$ cat src/rtl/sub_bytes_iter_pkg.sv
// Shared AES definitions: byte/state types, the forward S-box table and the FSM encoding
// used by the iterative SubBytes stage.
package sub_bytes_iter_pkg;

   localparam int NB = 4;

   typedef logic [7:0] byte_t;
   // Column-major AES state: [col][row], matching shiftRows.
   typedef byte_t [0:NB-1][0:3] state_t;

   typedef enum logic [1:0] {StIdle, StBusy, StDone} fsm_e;

   localparam byte_t SBOX [256] = '{
      8'h63, 8'h7c, 8'h77, 8'h7b, 8'hf2, 8'h6b, 8'h6f, 8'hc5,
      8'h30, 8'h01, 8'h67, 8'h2b, 8'hfe, 8'hd7, 8'hab, 8'h76,
      8'hca, 8'h82, 8'hc9, 8'h7d, 8'hfa, 8'h59, 8'h47, 8'hf0,
      8'had, 8'hd4, 8'ha2, 8'haf, 8'h9c, 8'ha4, 8'h72, 8'hc0,
      8'hb7, 8'hfd, 8'h93, 8'h26, 8'h36, 8'h3f, 8'hf7, 8'hcc,
      8'h34, 8'ha5, 8'he5, 8'hf1, 8'h71, 8'hd8, 8'h31, 8'h15,
      8'h04, 8'hc7, 8'h23, 8'hc3, 8'h18, 8'h96, 8'h05, 8'h9a,
      8'h07, 8'h12, 8'h80, 8'he2, 8'heb, 8'h27, 8'hb2, 8'h75,
      8'h09, 8'h83, 8'h2c, 8'h1a, 8'h1b, 8'h6e, 8'h5a, 8'ha0,
      8'h52, 8'h3b, 8'hd6, 8'hb3, 8'h29, 8'he3, 8'h2f, 8'h84,
      8'h53, 8'hd1, 8'h00, 8'hed, 8'h20, 8'hfc, 8'hb1, 8'h5b,
      8'h6a, 8'hcb, 8'hbe, 8'h39, 8'h4a, 8'h4c, 8'h58, 8'hcf,
      8'hd0, 8'hef, 8'haa, 8'hfb, 8'h43, 8'h4d, 8'h33, 8'h85,
      8'h45, 8'hf9, 8'h02, 8'h7f, 8'h50, 8'h3c, 8'h9f, 8'ha8,
      8'h51, 8'ha3, 8'h40, 8'h8f, 8'h92, 8'h9d, 8'h38, 8'hf5,
      8'hbc, 8'hb6, 8'hda, 8'h21, 8'h10, 8'hff, 8'hf3, 8'hd2,
      8'hcd, 8'h0c, 8'h13, 8'hec, 8'h5f, 8'h97, 8'h44, 8'h17,
      8'hc4, 8'ha7, 8'h7e, 8'h3d, 8'h64, 8'h5d, 8'h19, 8'h73,
      8'h60, 8'h81, 8'h4f, 8'hdc, 8'h22, 8'h2a, 8'h90, 8'h88,
      8'h46, 8'hee, 8'hb8, 8'h14, 8'hde, 8'h5e, 8'h0b, 8'hdb,
      8'he0, 8'h32, 8'h3a, 8'h0a, 8'h49, 8'h06, 8'h24, 8'h5c,
      8'hc2, 8'hd3, 8'hac, 8'h62, 8'h91, 8'h95, 8'he4, 8'h79,
      8'he7, 8'hc8, 8'h37, 8'h6d, 8'h8d, 8'hd5, 8'h4e, 8'ha9,
      8'h6c, 8'h56, 8'hf4, 8'hea, 8'h65, 8'h7a, 8'hae, 8'h08,
      8'hba, 8'h78, 8'h25, 8'h2e, 8'h1c, 8'ha6, 8'hb4, 8'hc6,
      8'he8, 8'hdd, 8'h74, 8'h1f, 8'h4b, 8'hbd, 8'h8b, 8'h8a,
      8'h70, 8'h3e, 8'hb5, 8'h66, 8'h48, 8'h03, 8'hf6, 8'h0e,
      8'h61, 8'h35, 8'h57, 8'hb9, 8'h86, 8'hc1, 8'h1d, 8'h9e,
      8'he1, 8'hf8, 8'h98, 8'h11, 8'h69, 8'hd9, 8'h8e, 8'h94,
      8'h9b, 8'h1e, 8'h87, 8'he9, 8'hce, 8'h55, 8'h28, 8'hdf,
      8'h8c, 8'ha1, 8'h89, 8'h0d, 8'hbf, 8'he6, 8'h42, 8'h68,
      8'h41, 8'h99, 8'h2d, 8'h0f, 8'hb0, 8'h54, 8'hbb, 8'h16
   };

endpackage

$ cat src/rtl/aes_sbox.sv
// Single forward AES S-box lane: combinational table lookup.
module aes_sbox
   import sub_bytes_iter_pkg::*;
(
   input  byte_t in_i,
   output byte_t out_o
);

   assign out_o = SBOX[in_i];

endmodule

$ cat src/rtl/sub_bytes_iter.sv
// Iterative AES SubBytes: one state in, LANES bytes substituted per cycle through shared
// S-boxes, substituted state out, both sides valid/ready.
module sub_bytes_iter
   import sub_bytes_iter_pkg::*;
#(
   parameter int unsigned LANES = 4
) (
   input  logic   clk,
   input  logic   rst,
   input  logic   i_valid,
   output logic   i_ready,
   input  state_t state,
   output logic   o_valid,
   input  logic   o_ready,
   output state_t o
);

   if (!(LANES == 1 || LANES == 2 || LANES == 4 || LANES == 8 || LANES == 16)) begin : g_bad
      $error("sub_bytes_iter: LANES must be 1, 2, 4, 8 or 16");
   end

   fsm_e       state_q, state_d;
   logic [3:0] idx_q, idx_d;
   state_t     work_q, work_d;
   logic       last_step;

   logic [3:0] lane_idx [LANES];
   byte_t      sbox_out [LANES];

   // Byte k = 4*col + row, so idx[3:2] selects the column and idx[1:0] the row.
   for (genvar j = 0; j < LANES; j++) begin : g_lane
      assign lane_idx[j] = idx_q + 4'(j);
      aes_sbox u_sbox (
         .in_i  (work_q[lane_idx[j][3:2]][lane_idx[j][1:0]]),
         .out_o (sbox_out[j])
      );
   end

   assign last_step = (idx_q == 4'(16 - LANES));

   always_ff @(posedge clk or posedge rst) begin
      if (rst) begin
         state_q <= StIdle;
         idx_q   <= '0;
         work_q  <= '0;
      end else begin
         state_q <= state_d;
         idx_q   <= idx_d;
         work_q  <= work_d;
      end
   end

   always_comb begin
      state_d = state_q;
      unique case (state_q)
         StIdle:  if (i_valid)   state_d = StBusy;
         StBusy:  if (last_step) state_d = StDone;
         StDone:  if (o_ready)   state_d = StIdle;
         default:                state_d = StIdle;
      endcase
   end

   always_comb begin
      work_d = work_q;
      idx_d  = idx_q;
      if (state_q == StIdle && i_valid) begin
         work_d = state;
         idx_d  = '0;
      end else if (state_q == StBusy) begin
         for (int unsigned j = 0; j < LANES; j++) begin
            work_d[lane_idx[j][3:2]][lane_idx[j][1:0]] = sbox_out[j];
         end
         idx_d = idx_q + 4'(LANES);
      end
   end

   always_comb begin
      i_ready = (state_q == StIdle);
      o_valid = (state_q == StDone);
      o       = work_q;
   end

endmodule

$ cat config.mk
export PLATFORM = sky130hd
export DESIGN_NAME = sub_bytes_iter
export DESIGN_NICKNAME = d
export VERILOG_FILES = /design/src/rtl/sub_bytes_iter_pkg.sv /design/src/rtl/aes_sbox.sv /design/src/rtl/sub_bytes_iter.sv
export SDC_FILE = /design/constraint.sdc
export NUM_CORES = 1
export LEC_CHECK = 0
export ABC_AREA = 1
export CAP_MARGIN = 20
export CORE_UTILIZATION = 32
export DETAILED_ROUTE_END_ITERATION = 6
export SYNTH_ARGS = -nofsm -noshare
export SYNTH_HDL_FRONTEND = slang
export SYNTH_HIERARCHICAL = 1
export SYNTH_SLANG_ARGS = --single-unit
$ cat constraint.sdc
create_clock -name clk -period 9.6 [get_ports clk]
set_input_delay 1.44 -clock clk [delete_from_list [all_inputs] [get_ports clk]]
set_output_delay 1.44 -clock clk [all_outputs]
set_load 0.02 [all_outputs]
==> run metrics, run 1 <==
Post-DP HPWL=roughly 77,000 um; initial antenna violation count=1; Initial Utilization=0.326; FP Rows=91; global-route wire length before repair=approximately 160,000 um; max_slew headroom=0.266; Pre-Repair DR Iteration Count=7; Post-Place Cell Area=23,000 um2; area grow syn2layout=16.4%; count of final hold-check violations=0; post-DR wirelength/cell=23.2 um; DR vias/cell=5.95; Synth Area in Simple Gates=0.605; R2R Setup Slk=4.21 ns; placer congestion estimate=1.04; Antenna Nets Post-Route=0; Setup Crit Path Kind=reg -> reg; Synth Instances=3,852; fin nets=approximately 4,100; status=complete, but fails checks; fin crit share=0.561; synth unique cells=31; MaxCap Viol Count=0; Worst Skew=a little over 0.008 ns; most used cell along the critical path=nand2_1; fin util=0.379; Post-Syn Area=20,200 um2; final setup fails=0; CTS tree=yes; largest family of logic cells by synthesized area=simple AND/OR/NAND/NOR gates; Synth Area in XOR/XNOR=0; final hold slack=around 0.5 ns; Die H=254 um; clock-pin slew on the worst setup and hold paths=about 0.06 ns; Slew @ Worst Pin=around 1.1 ns; CTS Buf Count=17; H-tree lvl count=4; Synth Warn #=6; most frequent cells in the layout=1,459 x nand2_1, 1,167 x nand3_1, 260 x clkdlybuf4s50_1; min Tclk post-route=5.39 ns; final WL=110,000 um; RSZ-0062 raised after global routing=false; core area=just over 60,000 um2; Port Buf Inserts=261; failing checks=design-rule violations; syn_nets=4,048; share of layout cells above drive strength 1=0.0380; Critical Path AT=5.77 ns; Starting DRT DRC Count=5,252; largest net degree at the start of global routing=89; Total GRT Usage=0.331; Clock Tree Buf Depth=2; Crit path max-delay family=buffers and inverters; critical path, cell by cell=buf_4 > inv_2 > buf_4 > nor2_1 > o22ai_1 > buf_4 > inv_1 > ha_1 > inv_1 > nand2_1 > nand2_1 > inv_1 > nand2_1 > nand3_1 > nand3_1 > nand3_1 > nand3_1 > nand2_1 > nand2_1 > nand2_1 > nand3_1 > nand2_1; flops & latches, synth=132; Synth Area in Compound Gates=0.0700; DIE AREA=approximately 64,000 um2; Crit path largest cell delay=0.53 ns; worst path buffer plus inverter count=7; startpoint types=flip-flop; IO Count=262; CTS Hold Bufs=0; Synth Area per Inst=5.26 um2; vias in the first global route=25,100; DRC viols=4; crit-path max FO=69; clock latency on the worst-skew pair=between 0.4 and 0.5 ns; CP Capture Type=flip-flop; hold crit path type=reg -> reg; post_cts resized=0; critical path's slowest cell=inv_2; FMAX=186 MHz; Seq/Total Area, Yosys=0.163; Setup TNS=0 ns; CTS root buffer=clkbuf_16; GRT Residual Overflow=0; via count=28,200; commonest non-fill, non-tap cell in the layout=nand2_1; DIE WIDTH=254 um; Post-Synth Adder-Cell Area=0.0395; CTS Sinks=between 100 and 150; Design Area, Final=around 24,000 um2; mux share of post-synthesis cell area=0; setup bufs post-CTS=0; Slew Limit Fails=0; Worst Path Required=9.98 ns
[routing by layer]
| layer | vias up | wire, um | part of all wire | global-route usage |
|---|---|---|---|---|
| met5 | - | 0 | 0 | 0 |
| met4 | 0 | 6860 | 0.063 | 0.180 |
| met3 | 372 | 13000 | 0.12 | 0.0586 |
| met2 | 2295 | 46700 | 0.43 | 0.493 |
| met1 | 12800 | 43200 | 0.39 | 0.451 |
| li1 | 12700 | - | - | - |
[tightest hold or removal path: stages (launching register included)]
cell and delay (ns):
dfrtp_1 0.37, nand2_1 0.06, nand2_1 0.05
[cells in the mapped netlist]
library cell,n,area share
nand2_1,1460,0.27
nand3_1,1167,0.29
inv_1,233,0.043
nor2_1,163,0.030
dfrtp_1,132,0.16
a21oi_1,130,0.032
buf_2,129,0.032
clkbuf_1,97,0.018
o21ai_0,85,0.021
ha_1,64,0.040
buf_1,26,0.0048
buf_4,24,0.0089
o22ai_1,24,0.0074
nand4_1,21,0.0065
buf_6,19,0.011
o211ai_1,17,0.0063
nand2_2,15,0.0046
inv_2,14,0.0026
nor2_2,8,0.0025
o21ai_1,4,0.00099
clkinv_1,3,0.00056
nand3b_1,3,0.0011
o31ai_1,3,0.0011
inv_4,2,0.00062
nor3_1,2,0.00049
or2_2,2,0.00062
a21o_1,1,0.00037
a31oi_1,1,0.00031
buf_8,1,0.00074
nor3b_1,1,0.00037
o21a_1,1,0.00037
[kinds of logic after synthesis]
logic type,Yosys count
flops,132
fa+ha+maj,64
compound gates,266
buf+inv,548
simple gates,2842
[flip-flops by register name (all words and copies together), names as in the netlist]
signal and flops:
idx_q 2, o 128, state_q 2
[layout make-up]
type / instances / area, um2
flip-flops and latches: 132 / 3310
well taps: 837 / 1050
inverters: 252 / 956
clock inverters: 10 / 134
fillers: 7084 / 38600
diodes: 1 / 2.50
multi-input cells: 3172 / 14700
clock buffers: 20 / 447
repair buffers: 313 / 3000
[stage by stage]
step           cells  setup WS (ns)
4_1_cts         4736           4.36
3_5_place_dp    4706           4.38
6_report        4737           4.21
2_1_floorplan   3852           4.63
3_3_place_gp    4706           4.37
5_1_grt         4737           4.02
[final timing paths]
path	start	end	cells after the start
max	idx_q[2]	o[26]	22
min	o[79]	o[79]	2
max reg2reg	idx_q[2]	o[26]	22
min reg2reg	o[79]	o[79]	2
max in group asynchronous	rst	o[75]	3
min in group asynchronous	rst	o[71]	2
Power of run 1 is not shown: default switching activity piles up to over one toggle a cycle in this logic, so the estimate is an artifact.
==> run 2, diff against run 1 <==
==> constraint.sdc (replaced) <==
create_clock -name clk -period 4.95 [get_ports clk]
set_input_delay 0.7425 -clock clk [delete_from_list [all_inputs] [get_ports clk]]
set_output_delay 0.7425 -clock clk [all_outputs]
set_load 0.02 [all_outputs]
==> run 2 against run 1 <==
Effect of this change: the flow now finishes without violations; first-iteration DRC count fell by 29%; setup slack got worse by 3.3 ns; worst hold slack improved by 0.0034 ns; critical endpoint is now o[6].
==> run metrics, run 2 (synthesis results as in run 1) <==
status=complete, no violations (was complete, but fails checks); share of layout cells above drive strength 1=0.0498 (was 0.0380); DIE WIDTH=254 um (unchanged); CTS Buf Count=17 (unchanged); global-route wire length before repair=176,000 um (was 163,000 um); area grow syn2layout=18.7% (was 16.4%); clock latency on the worst-skew pair=0.51 ns (was 0.45 ns); Crit path largest cell delay=0.43 ns (was 0.53 ns); Setup Crit Path Kind=reg -> reg (unchanged); initial antenna violation count=2 (was 1); via count=28,500 (was 28,200); critical path, cell by cell=inv_2 > buf_4 > nand2_1 > a21oi_2 > buf_4 > nand2_1 > nand3_1 > nand2_1 > nand2_1 > nand2_1 > nand2_1 > nand3_1 > nand3_1 > nand2_1 > nand2_1 > nand2_1 > nand3_1 > nand2_1 (was buf_4 > inv_2 > buf_4 > nor2_1 > o22ai_1 > buf_4 > inv_1 > ha_1 > inv_1 > nand2_1 > nand2_1 > inv_1 > nand2_1 > nand3_1 > nand3_1 > nand3_1 > nand3_1 > nand2_1 > nand2_1 > nand2_1 > nand3_1 > nand2_1); commonest non-fill, non-tap cell in the layout=nand2_1 (unchanged); Pre-Repair DR Iteration Count=6 (was 7); Port Buf Inserts=261 (unchanged); R2R Setup Slk=0.89 ns (was 4.21 ns); Clock Tree Buf Depth=2 (unchanged); Critical Path AT=4.44 ns (was 5.77 ns); FMAX=246 MHz (was 186 MHz); placer congestion estimate=1.04 (about the same); core area=62,200 um2 (unchanged); Slew @ Worst Pin=0.956 ns (was 1.10 ns); DR vias/cell=5.94 (was 5.95); Worst Path Required=5.33 ns (was 9.98 ns); post_cts resized=0 (unchanged); setup ws final=0.890 ns (was 4.21 ns); DRC viols=0 (was 4); Starting DRT DRC Count=3,748 (was 5,252); R2R Path End=o[6] (was o[26]); Worst Skew=0.0204 ns (was 0.00826 ns); fin nets=4,135 (was 4,084); Worst setup endpoint=o[6] (was o[26]); Antenna Nets Post-Route=0 (unchanged); FP Rows=91 (unchanged); Die H=254 um (unchanged); final WL=119,000 um (was 110,000 um); max_slew headroom=0.362 (was 0.266); MaxCap Viol Count=0 (unchanged); count of final hold-check violations=0 (unchanged); worst slack, placed=1.02 ns (was 4.38 ns); clock-pin slew on the worst setup and hold paths=0.07 ns (was 0.06 ns); GRT Residual Overflow=0 (unchanged); worst path buffer plus inverter count=3 (was 7); r2r startpoint=idx_q[2] (unchanged); CP Capture Type=flip-flop (unchanged); final setup fails=0 (unchanged); Crit path max-delay family=simple AND/OR/NAND/NOR gates (was buffers and inverters); setup bufs post-CTS=0 (unchanged); vias in the first global route=26,100 (was 25,100); post-DR wirelength/cell=24.8 um (was 23.2 um); fin crit share=0.820 (was 0.561); critical path's slowest cell=nand2_1 (was inv_2); Slew Limit Fails=0 (unchanged); crit-path max FO=28 (was 69); H-tree lvl count=4 (unchanged); final hold slack=0.512 ns (was 0.508 ns); IO Count=262 (unchanged); CTS root buffer=clkbuf_16 (unchanged); CTS Hold Bufs=0 (unchanged); CP Launch Point=idx_q[2] (unchanged); most frequent cells in the layout=1,459 x nand2_1, 1,167 x nand3_1, 260 x clkdlybuf4s50_1 (unchanged); Worst path depth=18 (was 22); largest net degree at the start of global routing=130 (was 89); Total GRT Usage=0.364 (was 0.331); max reg flops=128 (unchanged); min Tclk post-route=4.06 ns (was 5.39 ns); DIE AREA=64,300 um2 (unchanged); CTS tree=yes (unchanged); RSZ-0062 raised after global routing=false (unchanged); worst r2r path cells=18 (was 22); Setup TNS=0 ns (unchanged); Initial Utilization=0.326 (unchanged); CTS Sinks=132 (unchanged); startpoint types=flip-flop (unchanged); hold crit path type=reg -> reg (unchanged); most used cell along the critical path=nand2_1 (unchanged); Post-DP HPWL=85,100 um (was 76,800 um)
run 2: area by class of cell:
class / count / area (um2)
Antenna cell: 2 / 5.00
Inverter: 252 / 956
Sequential cell: 132 / 3310
Timing Repair Buffer: 364 / 3470
Clock buffer: 19 / 443
Clock inverter: 13 / 159
Tap cell: 837 / 1050
Multi-Input combinational cell: 3172 / 14600
Fill cell: 7112 / 38100
run 2: worst register-to-register path, delay by kind of cell (launching register included):
family / cells / cell delay [ns]
AND/OR/NAND/NOR: 14 / 1.96
buffers and inverters: 3 / 1.17
flip-flops: 1 / 0.42
AO/OA/AOI/OAI: 1 / 0.40
run 2: how the worst min path moves through the flow:
stage / from / end / slack, ns / cells after the start
2_1_floorplan: o[88] / o[88] / 0.60 / 2
6_report: o[78] / o[78] / 0.51 / 2
3_3_place_gp: o[43] / o[43] / 0.49 / 2
3_5_place_dp: o[78] / o[78] / 0.49 / 2
5_1_grt: o[43] / o[43] / 0.53 / 2
4_1_cts: o[78] / o[78] / 0.51 / 2
run 2: layer usage:
layer | wire length (um) | global-route usage | vias to the layer above
met4 | 6540 | 0.184 | 2
met1 | 47200 | 0.481 | 13200
met2 | 51900 | 0.561 | 2100
met5 | 12 | 0 | -
met3 | 13200 | 0.0705 | 369
li1 | - | - | 12800
run 2: stage by stage:
step / instances / area, um2 / utilization
CTS: 4789 / 24000 / 0.386
global route: 4790 / 24000 / 0.386
detailed placement: 4757 / 23400 / 0.377
global placement: 4757 / 23400 / 0.377
finish: 4791 / 24000 / 0.387
floorplan: 3852 / 20200 / -
Power of run 2 is left out for the same reason.
==> variant: new RTL, config.mk and constraints of run 2 <==
`LANES`: 4 -> 2.
--- a/src/rtl/sub_bytes_iter.sv
+++ b/src/rtl/sub_bytes_iter.sv
@@ -4,5 +4,5 @@
    import sub_bytes_iter_pkg::*;
 #(
-   parameter int unsigned LANES = 4
+   parameter int unsigned LANES = 2
 ) (
    input  logic   clk,
Check against the original RTL: not settled (the Yosys comparison gave no result); the edit may change what the design does.
==> variant against run 2 <==
- clock skew is 0.012 ns lower
- cell area down 29%
- wire length decreased by 36%
- synthesized area decreased by 33%
- cell count is 36% lower
- sequential cell count grew 1
- fmax down 9.1%
- the flow now finishes with violations (DRC)
- worst setup slack got worse by 0.41 ns
- core utilization up 2.0 points
Power is not shown: default switching activity piles up to over one toggle a cycle in this logic, so the estimate is an artifact.
==> variant: results (changes against run 2) <==
[status]
status=complete, but fails checks  ; was completed
violations=DRC

[clock_network]
clk_latency_ns=0.43  ; was 0.51 ns
cts_made_buffers=17  ; unchanged
clkSlewWorstSetupHoldPaths_ns=0.06
cts_resized=0  ; unchanged
root_buffer=clkbuf_16  ; unchanged
htree_num_levels=4  ; unchanged
post_cts_buffers=0  ; unchanged
cts.path.max_buffers=2  ; unchanged

[finish]
antenna_cells=0  ; was 2
final_net_count=2665  ; was 4135
drive_gt1_frac=0.0636  ; was 0.0498
largest_reg_flops=128  ; unchanged
fillCellCount=4548  ; was 7112

[place]
place.gp.congestion=1.00  ; was 1.04
dp_hpwl_um=54800  ; was 85100 um
port-buffer-count=261  ; unchanged

[synthesis]
synth_area_leaders=nand2_1, nand3_1, dfrtp_1, ha_1, buf_2  ; was nand3_1, nand2_1, dfrtp_1, inv_1, ha_1
async_flop_share=1.00  ; unchanged
synth_flop_cell=dfrtp_1  ; unchanged
synth_common_cells=nand2_1, nand3_1, dfrtp_1  ; was nand2_1, nand3_1, inv_1
synth.yosys.warnings=6  ; unchanged
seq_area_frac_synth=0.246  ; was 0.163
yosysUniqueCellTypes=37  ; was 31
syn_nets=2502  ; was 4048

[global_route]
grt_antenna_before_repair=0  ; was 2
grt_max_degree=90  ; was 130
overflow=0  ; unchanged
grt_pass1_vias=17100  ; was 26100
grt.total_usage=0.345  ; was 0.364
grt_pass1_wl_um=113000  ; was 176000 um

[routing]
dr.pass1.iters=7  ; was 6
drc_errors=3  ; was 0
vias_per_cell=5.90  ; was 5.94
finalWirelength_um=76000  ; was 119000 um
drtIter0Drc=2381  ; was 3748

[min_path]
min_path_type=reg2reg  ; unchanged

[sta]
fin_tns_setup_ns=0  ; unchanged
fin_skew_ns=0.00850  ; was 0.0204 ns
slew_headroom=0.311  ; was 0.362

[worst_setup_path]
worstSetupPathType=reg2reg  ; unchanged
worst-path-max-fanout=53  ; was 28
crit_arrival_ns=4.84  ; was 4.44 ns

==> variant: final timing paths <==
path | from | endpoint | slack, ns | cells after the start
worst max-delay path | idx_q[2]$_DFFE_PP0P_ | o[66]$_DFFE_PP0P_ | 0.48 | 24
worst max register to register | idx_q[2]$_DFFE_PP0P_ | o[66]$_DFFE_PP0P_ | 0.48 | 24
min in group asynchronous | rst | o[96]$_DFFE_PP0P_ | 0.84 | 2
max in group asynchronous | rst | o[54]$_DFFE_PP0P_ | 3.16 | 3
worst min register to register | o[74]$_DFFE_PP0P_ | o[74]$_DFFE_PP0P_ | 0.55 | 2
worst min-delay path | o[74]$_DFFE_PP0P_ | o[74]$_DFFE_PP0P_ | 0.55 | 2
==> variant: cells by family (layout without fill, tap and decap cells) <==
logic type | Yosys count | after routing | synth area share
AOI/OAI and AO/OA | 88 | 88 | 0.0358
xor gates and xnor gates | 1 | 1 | 0.000646
adders and majority gates | 29 | 29 | 0.0268
buffers and inverters | 249 | 425 | 0.0923
DFF | 133 | 133 | 0.246
and+or+nand+nor | 1841 | 1841 | 0.599
==> variant: layout make-up <==
cell class | instances | area (um^2) | area share
Clock buffer | 21 | 480 | 0.0282
Sequential cell | 133 | 3330 | 0.196
Multi-Input combinational cell | 1959 | 8980 | 0.528
Timing Repair Buffer | 312 | 3060 | 0.180
Inverter | 81 | 315 | 0.0185
Clock inverter | 11 | 171 | 0.0101
Tap cell | 539 | 674 | 0.0397
==> variant: worst max-delay path, cell delays in order, from the launching register on <==
cell and delay [ns]:
dfrtp_2 0.44, inv_2 0.09, buf_12 0.24, nand2_1 0.09
nand2_1 0.07, nand2_1 0.05, nand2_1 0.06, nand2_1 0.04
nand2_1 0.42, inv_2 0.20, ha_1 0.53, inv_1 0.10
nand2_1 0.51, nand3_1 0.19, nand2_1 0.16, nand2_1 0.06
nand2_1 0.06, nand2_1 0.09, nand3_1 0.15, nand3_1 0.16
nand2_1 0.10, inv_1 0.07, nor2_4 0.29, nand2_1 0.09
nand3_1 0.11
==> variant: metrics by stage <==
stage / setup slack (ns) / cells / hold slack, ns / instance area [um^2] / utilization
2_1_floorplan: 0.653 / 2341 / 0.558 / 13600 / -
3_3_place_gp: 0.678 / 3024 / 0.517 / 16400 / 0.391
3_5_place_dp: 0.612 / 3024 / 0.519 / 16400 / 0.391
4_1_cts: 0.607 / 3056 / 0.538 / 17000 / 0.406
5_1_grt: 0.103 / 3056 / 0.575 / 17000 / 0.406
6_report: 0.482 / 3056 / 0.548 / 17000 / 0.406
==> variant: routing by layer <==
metal / wire length, um / up-vias / track usage
met5: 0 / - / 0
met4: 2630 / 0 / 0.126
met3: 8400 / 152 / 0.0602
met2: 33900 / 1327 / 0.539
met1: 31000 / 8496 / 0.475
li1: - / 8043 / -
